===== src/rtl/spi_eeprom_pkg.sv =====
// Shared definitions for the SPI EEPROM responder: opcodes, FSM states and
// status register layout.
package spi_eeprom_pkg;

  localparam logic [7:0] OP_WRITE = 8'h02;
  localparam logic [7:0] OP_READ  = 8'h03;
  localparam logic [7:0] OP_WRDI  = 8'h04;
  localparam logic [7:0] OP_RDSR  = 8'h05;
  localparam logic [7:0] OP_WREN  = 8'h06;

  // Bit positions inside the status register.
  localparam int STATUS_WIP = 0;
  localparam int STATUS_WEL = 1;

  typedef enum logic [2:0] {
    ST_IDLE,
    ST_CMD,
    ST_ADDR_HI,
    ST_ADDR_LO,
    ST_READ_DATA,
    ST_WRITE_DATA,
    ST_STATUS,
    ST_IGNORE
  } state_t;

  // Status byte {6'b0, WEL, WIP}; WIP is constant 0 since writes take one clk.
  function automatic logic [7:0] status_byte(input logic wel);
    logic [7:0] s;
    s             = '0;
    s[STATUS_WEL] = wel;
    s[STATUS_WIP] = 1'b0;
    return s;
  endfunction

endpackage


===== src/rtl/spi_pin_sync.sv =====
// Brings the asynchronous SPI pins into the clk domain through two flops and
// detects spi_clk / ss edges against a third flop.
module spi_pin_sync (
  input  logic clk,
  input  logic reset,
  input  logic spi_clk,
  input  logic ss,
  input  logic mosi,
  output logic sclk_rise,
  output logic sclk_fall,
  output logic ss_fall,
  output logic ss_rise,
  output logic mosi_s
);

  logic [2:0] sclk_q;
  logic [2:0] ss_q;
  logic [1:0] mosi_q;

  // Synchronizer chains; bit 1 is the synchronized level, bit 2 the edge reference.
  always_ff @(posedge clk) begin
    // NOTE: clocked state uses non-blocking assignments so every flop samples the pre-edge value.
    if (!reset) begin
      sclk_q <= '0;
      // ss flops clear to low: if ss is still low after a reset no falling edge
      // is seen, so the FSM waits for ss to go high before a fresh transaction.
      ss_q   <= '0;
      mosi_q <= '0;
    end else begin
      sclk_q <= {sclk_q[1:0], spi_clk};
      ss_q   <= {ss_q[1:0], ss};
      mosi_q <= {mosi_q[0], mosi};
    end
  end

  assign sclk_rise = sclk_q[1] & ~sclk_q[2];
  assign sclk_fall = ~sclk_q[1] & sclk_q[2];
  assign ss_fall   = ~ss_q[1] & ss_q[2];
  assign ss_rise   = ss_q[1] & ~ss_q[2];
  assign mosi_s    = mosi_q[1];

endmodule


===== src/rtl/spi_eeprom_responder.sv =====
// SPI mode-0 responder emulating a small M95xxx-style EEPROM: READ, WRITE,
// WREN, WRDI and RDSR, with a clk-domain preload port for boot images.
module spi_eeprom_responder
  import spi_eeprom_pkg::*;
#(
  parameter int MEM_DEPTH = 256,
  parameter int PAGE_SIZE = 16
) (
  input  logic        clk,
  input  logic        reset,
  input  logic        spi_clk,
  input  logic        ss,
  input  logic        mosi,
  output logic        miso,
  output logic        miso_oe,
  input  logic        load_en,
  input  logic [15:0] load_addr,
  input  logic [7:0]  load_data,
  output logic        busy
);

  localparam int            AW        = $clog2(MEM_DEPTH);
  localparam logic [AW-1:0] PAGE_MASK = AW'(PAGE_SIZE - 1);

  logic sclk_rise, sclk_fall, ss_fall, ss_rise, mosi_s;

  state_t        state, state_n;
  logic [2:0]    bit_cnt, bit_cnt_n;
  logic [7:0]    shift_in, shift_in_n;
  logic [7:0]    shift_out, shift_out_n;
  logic [7:0]    addr_hi, addr_hi_n;
  logic [AW-1:0] addr, addr_n;
  logic          wel, wel_n;
  logic          is_write, is_write_n;
  logic          wr_ok, wr_ok_n;
  logic          miso_q, miso_n;
  logic          oe_q, oe_n;
  logic          spi_we;

  logic [7:0]    rx_byte;
  logic          byte_done;
  logic [AW-1:0] addr_start, addr_seq, addr_page;

  logic [7:0]    mem [MEM_DEPTH];

  spi_pin_sync u_sync (
    .clk       (clk),
    .reset     (reset),
    .spi_clk   (spi_clk),
    .ss        (ss),
    .mosi      (mosi),
    .sclk_rise (sclk_rise),
    .sclk_fall (sclk_fall),
    .ss_fall   (ss_fall),
    .ss_rise   (ss_rise),
    .mosi_s    (mosi_s)
  );

  // Byte being completed by the current rising edge, and the address forms.
  assign rx_byte    = {shift_in[6:0], mosi_s};
  assign byte_done  = sclk_rise && (bit_cnt == 3'd7);
  assign addr_start = AW'({addr_hi, rx_byte});
  assign addr_seq   = addr + AW'(1);
  assign addr_page  = (addr & ~PAGE_MASK) | (addr_seq & PAGE_MASK);

  // State and datapath registers.
  always_ff @(posedge clk) begin
    if (!reset) begin
      state     <= ST_IDLE;
      bit_cnt   <= '0;
      shift_in  <= '0;
      shift_out <= '0;
      addr_hi   <= '0;
      addr      <= '0;
      wel       <= 1'b0;
      is_write  <= 1'b0;
      wr_ok     <= 1'b0;
      miso_q    <= 1'b0;
      oe_q      <= 1'b0;
    end else begin
      state     <= state_n;
      bit_cnt   <= bit_cnt_n;
      shift_in  <= shift_in_n;
      shift_out <= shift_out_n;
      addr_hi   <= addr_hi_n;
      addr      <= addr_n;
      wel       <= wel_n;
      is_write  <= is_write_n;
      wr_ok     <= wr_ok_n;
      miso_q    <= miso_n;
      oe_q      <= oe_n;
    end
  end

  // Next-state and datapath decode driven by the detected pin edges.
  always_comb begin
    // NOTE: every variable gets a default first so no path through the block infers a latch.
    state_n     = state;
    bit_cnt_n   = bit_cnt;
    shift_in_n  = shift_in;
    shift_out_n = shift_out;
    addr_hi_n   = addr_hi;
    addr_n      = addr;
    wel_n       = wel;
    is_write_n  = is_write;
    wr_ok_n     = wr_ok;
    miso_n      = miso_q;
    oe_n        = oe_q;
    spi_we      = 1'b0;

    if (ss_rise) begin
      // Deselect aborts anything in flight; a partial byte is simply dropped.
      state_n   = ST_IDLE;
      bit_cnt_n = '0;
      miso_n    = 1'b0;
      oe_n      = 1'b0;
      wr_ok_n   = 1'b0;
      if (wr_ok) wel_n = 1'b0;
    end else if (state == ST_IDLE) begin
      if (ss_fall) begin
        state_n    = ST_CMD;
        bit_cnt_n  = '0;
        is_write_n = 1'b0;
        wr_ok_n    = 1'b0;
      end
    end else begin
      if (sclk_rise) begin
        shift_in_n = rx_byte;
        bit_cnt_n  = bit_cnt + 3'd1;
      end

      if (sclk_fall && (state == ST_READ_DATA || state == ST_STATUS)) begin
        miso_n      = shift_out[7];
        oe_n        = 1'b1;
        shift_out_n = {shift_out[6:0], 1'b0};
      end

      if (byte_done) begin
        case (state)
          ST_CMD: begin
            case (rx_byte)
              OP_WREN: begin
                wel_n   = 1'b1;
                state_n = ST_IGNORE;
              end
              OP_WRDI: begin
                wel_n   = 1'b0;
                state_n = ST_IGNORE;
              end
              OP_RDSR: begin
                shift_out_n = status_byte(wel);
                state_n     = ST_STATUS;
              end
              OP_READ: begin
                is_write_n = 1'b0;
                state_n    = ST_ADDR_HI;
              end
              OP_WRITE: begin
                if (wel) begin
                  is_write_n = 1'b1;
                  wr_ok_n    = 1'b1;
                  state_n    = ST_ADDR_HI;
                end else begin
                  state_n = ST_IGNORE;
                end
              end
              default: state_n = ST_IGNORE;
            endcase
          end
          ST_ADDR_HI: begin
            addr_hi_n = rx_byte;
            state_n   = ST_ADDR_LO;
          end
          ST_ADDR_LO: begin
            addr_n = addr_start;
            if (is_write) begin
              state_n = ST_WRITE_DATA;
            end else begin
              shift_out_n = mem[addr_start];
              state_n     = ST_READ_DATA;
            end
          end
          ST_READ_DATA: begin
            addr_n      = addr_seq;
            shift_out_n = mem[addr_seq];
          end
          ST_WRITE_DATA: begin
            spi_we = 1'b1;
            addr_n = addr_page;
          end
          ST_STATUS: shift_out_n = status_byte(wel);
          default: ;
        endcase
      end
    end
  end

  // Single write port shared by SPI and preload; SPI takes priority.
  always_ff @(posedge clk) begin
    // NOTE: the array is deliberately not reset; its contents must survive reset and a reset would block RAM inference.
    if (reset && spi_we) begin
      mem[addr] <= rx_byte;
    end else if (load_en) begin
      mem[AW'(load_addr)] <= load_data;
    end
  end

  assign miso    = miso_q & oe_q;
  assign miso_oe = oe_q;
  assign busy    = (state != ST_IDLE);

endmodule


===== config.mk =====
export PLATFORM = sky130hd
export DESIGN_NAME = spi_eeprom_responder
export DESIGN_NICKNAME = d
export VERILOG_FILES = /design/src/rtl/spi_eeprom_pkg.sv /design/src/rtl/spi_pin_sync.sv /design/src/rtl/spi_eeprom_responder.sv
export SDC_FILE = /design/constraint.sdc
export NUM_CORES = 2
export LEC_CHECK = 0
export ABC_CLOCK_PERIOD_IN_PS = 29700
export CAP_MARGIN = 20
export CORE_UTILIZATION = 51
export CTS_CLUSTER_DIAMETER = 100
export DETAILED_ROUTE_END_ITERATION = 8
export GPL_ROUTABILITY_DRIVEN = 0
export HOLD_SLACK_MARGIN = 0.15
export PLACE_DENSITY = 0.69
export RECOVER_POWER = 50
export SYNTH_ARGS = -nofsm -noshare
export SYNTH_HDL_FRONTEND = slang
export SYNTH_SLANG_ARGS = --single-unit

===== constraint.sdc =====
create_clock -name clk -period 29.7 [get_ports clk]
set_clock_uncertainty 0.2 [all_clocks]
set_input_delay 2.97 -clock clk [delete_from_list [all_inputs] [get_ports clk]]
set_output_delay 2.97 -clock clk [all_outputs]
set_load 0.02 [all_outputs]

# Word level (Yosys, flattened, before mapping)

Memories as Yosys holds them, arrays and structs flattened.
Index checks and enable logic that the tools add are counted.

Add/subtract/negate cells: 2
Eq/ne operators: 16
Muxes and demuxes: 44
Bitwise logic cells: 13
Reductions and logical operators: 28

Operators by type and width:

| operator                                                         | count |
|---|---|
| 8-bit 2-to-1 mux                                                 | 6 |
| 8-bit case mux with 4 select lines                               | 1 |
| 1-bit 2-to-1 mux                                                 | 25 |
| 8-bit by 3-bit == test with 1-bit output (second input constant) | 3 |
| 8-bit case mux with 3 select lines                               | 1 |
| 3-bit 2-to-1 mux                                                 | 7 |
| 3-bit case mux with 3 select lines                               | 2 |
| 8-bit by 2-bit == test with 1-bit output (second input constant) | 2 |
| 2-bit nonzero test                                               | 7 |
| 3-bit == test (second input constant)                            | 4 |
| 3-bit nonzero test                                               | 4 |
| 5-bit AND reduction                                              | 2 |
| 8-bit by 1-bit adder with 8-bit output (second input constant)   | 1 |
| 8-bit by 4-bit OR with 8-bit output                              | 1 |
| 8-bit OR reduction                                               | 1 |
| 1-bit NOT                                                        | 7 |
| 3-bit by 2-bit == test with 1-bit output (second input constant) | 2 |
| 2-bit AND reduction                                              | 3 |
| 3-bit AND reduction                                              | 2 |
| 6-bit AND reduction                                              | 1 |
| 1-bit bitwise AND                                                | 5 |
| 2-bit != test (second input constant)                            | 2 |
| 1-bit case mux with 2 select lines                               | 2 |
| 4-bit AND reduction                                              | 1 |
| 9 further kinds                                                  | 11 |

Bits in registers: 42
RAM bits: 2048
Input port bits: 30
Output and inout bits: 3
Memories: 1

Memories:

| memory | depth | width | rd ports | clocked after memory_dff | write ports | line                       | RTL |
|---|---|---|---|---|---|---|---|
| mem    | 256   | 8     | 2        | 0                        | 1           | spi_eeprom_responder.sv:44 | `logic [7:0] mem [MEM_DEPTH];` |

# Logic depth before layout (Yosys ltp)

Depth in word-level cells: 11
Gate-level depth with buffers: 14
Mapped depth without buffers: 10

# Hierarchy

A second synthesis with hierarchy kept.

Cells, all modules: 5086
Area total of the unflattened synthesis: 98869.8 µm²

Modules (own cells, without submodules):

| module               | instances | cells an instance | area each (µm²) | seq. area each (µm²) |
|---|---|---|---|---|
| spi_eeprom_responder | 1         | 5066              | 98634.6         | 62179.6 |
| spi_pin_sync         | 1         | 20                | 235.2           | 160.2 |

# Worst setup path after synthesis

OpenSTA, ideal clock, no wires.

Path kind: input to register
Start: in reset
End: mem mem[0][1], data pin
Setup time: 2.188 ns
Arrival: 13.686 ns
Required time: 27.312 ns
Setup slack: 13.625 ns
Stages: 6
Cells stage by stage: nand4_1 and2_1 clkbuf_1 clkbuf_1 clkbuf_1 o21ai_0

Cells in the longest elaborated chain, start to end: 5

Ends and longest elaborated chain:

| element                                | line                        | RTL |
|---|---|---|
| from (decl)                            | spi_eeprom_responder.sv:10  | `input logic reset,` |
| 1-bit logical AND                      | spi_eeprom_responder.sv:201 | `if (reset && spi_we) begin` |
| 1-bit 2-to-1 mux                       | spi_eeprom_responder.sv:201 |  |
| 1-bit 2-to-1 mux (implied by the code) | spi_eeprom_responder.sv:204 | `mem[AW'(load_addr)] <= load_data;` |
| 8-bit OR reduction (no source line)    | --                          |  |
| 8-bit 2-to-1 mux (no source line)      | --                          |  |
| to (decl)                              | spi_eeprom_responder.sv:44  |  |

No other way between the ends.

# Worst setup path after layout

Start: in reset
End: mem mem[88][1], data pin

The elaborated chain is that of the path after synthesis.

==> results.sh <==
export IMPL_status="finished with violations"
export IMPL_violations="max-capacitance violations, max-slew violations"
export IMPL_rows=161
export IMPL_crit_chain="dlygate4sd3_1 > clkbuf_1 > nand4_1 > and2_1 > clkbuf_1 > o21ai_4 > clkbuf_1"
export IMPL_hold_path_class="register to register"
export IMPL_root_buffer="clkbuf_16"
export IMPL_clock_sinks=2090
export IMPL_syn_inst=5125
export IMPL_p_total_mw=6.14
export IMPL_fin_crit_sh_pct=53.9
export IMPL_peakVddDrop_mv=0.0678
export IMPL_syn_area_per_cell_um2=19.3
export IMPL_drv_slew=2211
export IMPL_wirelength_um=301000
export IMPL_leakage_nw=31.8
export IMPL_worstSetupPathType="input port to register"
export IMPL_fin_cells=7822
export IMPL_grt_pass1_vias=56200
export IMPL_layout_common_cells="edfxtp_1 (2,048), mux4_2 (1,125), nand2_1 (318), nor2_1 (315), clkbuf_16 (212)"
export IMPL_grt_pass1_wl_um=426000
export IMPL_antenna_left=0
export IMPL_vias=57200
export IMPL_endpoint_kind="register"
export IMPL_place_inst=7391
export IMPL_cp_arrival_ns=14.75
export IMPL_start_util_pct=51.4
export IMPL_track_usage_pct=30.8
export IMPL_hp_start="u_sync.mosi_q[0]$_SDFF_PN0_"
export IMPL_async_flop_share_pct=0
export IMPL_fmax_mhz=62.5
export IMPL_rrSetupSlack_ns=16.46
export IMPL_critPathSlowestCell="clkbuf_1"
export IMPL_grt_max_degree=257
export IMPL_ys_types=79
export IMPL_via_per_inst=7.31
export IMPL_cts_buffers=212
export IMPL_slowest_delay_ns=8.02
export IMPL_area_growth_pct=9.61
export IMPL_tightestPinTransition_ns=11.61
export IMPL_synth_ff_type="edfxtp_1"
export IMPL_rr_startpoint="bit_cnt[0]$_SDFFE_PP0P_"
export IMPL_setup_viol=0
export IMPL_portBuffers=24
export IMPL_rsz0062_at_grt="no"
export IMPL_drt_iter0_drc=8721
export IMPL_reg2reg_to="mem[88][1]$_DFFE_PP_"
export IMPL_cts_setup_buffers=0
export IMPL_synth_fp_nets=5158
export IMPL_fin_nets=5126
export IMPL_critPathBufInv=4
export IMPL_startpoint="reset"
export IMPL_synth_edf_count=2048
export IMPL_design_area_um2=108000
export IMPL_antenna_found_initial=13
export IMPL_cpMostUsedCell="clkbuf_1"
export IMPL_setup_ws_ns=13.69
export IMPL_start_kind="input port"
export IMPL_grt_ovfl_total=0
export IMPL_ys_ff_latch=2090
export IMPL_fin_util_pct=56.3
export IMPL_insertion_delay_ns=0.89
export IMPL_htreeDepth=4
export IMPL_clk_pin_slew_ns=0.06
export IMPL_cts_tree="done"
export IMPL_dpl_cell_area_um2=101000
export IMPL_drv_cap=33
export IMPL_cts_hold_buf=0
export IMPL_min_path_cells=1
export IMPL_die_x_um=443
export IMPL_cp_required_ns=28.44
export IMPL_hold_end="u_sync.mosi_q[1]$_SDFF_PN0_"
export IMPL_drtPass1Iterations=7
export IMPL_drc=0
export IMPL_cts_resized=0
export IMPL_post_route_min_period_ns=16.01
export IMPL_drive_above_1_share_pct=29.9
export IMPL_final_setup_tns_ns=0
export IMPL_synth_seq_area_share_pct=63.0
export IMPL_final_common_cell="edfxtp_1"
export IMPL_dp_hpwl_um=188000
export IMPL_yosys_warnings=0
export IMPL_io_pins=33
export IMPL_cp_max_fo=256
export IMPL_slew_headroom_pct=-674
export IMPL_hold_violations=0
export IMPL_die_h_um=443
export IMPL_whs_ns=0.238
export IMPL_cts_buffer_depth=3
export IMPL_path_delay_family="buffers and inverters"
export IMPL_reg2reg_depth=9
export IMPL_dp_slack_ns=21.51
export IMPL_cp_depth=7
export IMPL_die_area_um2=196000
export IMPL_synth_area_um2=99000
export IMPL_drt_wirelength_per_cell_um=38.5
export IMPL_powerDensity_nw_per_um2=56.6
export IMPL_core_area_um2=193000
## report_power, final
part           internal (mW)  total, mW  switching, mW
combinational         0.0300      0.128         0.0977
clock                   1.57       2.76           1.19
sequential              3.25       3.26        0.00294
total                   4.85       6.14           1.29
## worst max-delay path by stage
| stage | end | slack [ns] |
|---|---|---|
| 6_report | mem[88][1]$_DFFE_PP_ | 13.69 |
| 5_1_grt | mem[88][1]$_DFFE_PP_ | 13.21 |
| 4_1_cts | mem[99][1]$_DFFE_PP_ | 22.41 |
| 3_5_place_dp | mem[98][6]$_DFFE_PP_ | 21.51 |
| 3_3_place_gp | mem[98][2]$_DFFE_PP_ | 21.51 |
| 2_1_floorplan | mem[0][1]$_DFFE_PP_ | 13.63 |
## final cells by class
| cell class | instances | area [µm²] |
|---|---|---|
| Clock buffer | 255 | 5490 |
| Antenna cell | 14 | 35.0 |
| Timing Repair Buffer | 164 | 1330 |
| Sequential cell | 2090 | 62400 |
| Multi-Input combinational cell | 2610 | 34300 |
| Tap cell | 2526 | 3160 |
| Fill cell | 14300 | 84100 |
| Inverter | 15 | 58.8 |
| Clock inverter | 148 | 1710 |
## synthesized netlist by cell type (30+ instances only)
library cell,n,area [µm²]
edfxtp_1,2048,61500
mux4_2,1125,25300
nand2_1,319,1200
nor2_1,318,1190
mux2i_1,205,2050
clkbuf_1,126,473
buf_2,125,626
buf_4,94,706
nand3_1,91,455
a21oi_1,62,310
o21ai_0,46,230
dfxtp_1,42,841
buf_6,41,462
a22oi_1,36,270
a211oi_1,32,240
a221oi_1,32,280
and2_1,30,188
## routing by layer
metal	part of all wire (%)	vias to the layer above	global-route usage, %
li1	-	21900	-
met1	36	30200	41.4
met2	46	4246	45.9
met3	13	774	9.77
met4	5.4	18	14.8
met5	0.050	-	0
## sequential cells by signal, summed over array words and instances (netlist names), 2 cells and up
register / flops
mem: 2048
u_sync.ss_q: 3
u_sync.mosi_q: 2
addr: 8
u_sync.sclk_q: 3
state: 3
shift_out: 8
shift_in: 7
bit_cnt: 3
## cell families after synthesis
family,share of synthesized area (%)
compound gates,2.88
xor+xnor,0.0898
fa+ha+maj,0.0379
buf+inv,2.44
flops,63.0
mux,27.7
simple gates,3.82
Power figures use the tool's default switching activity.
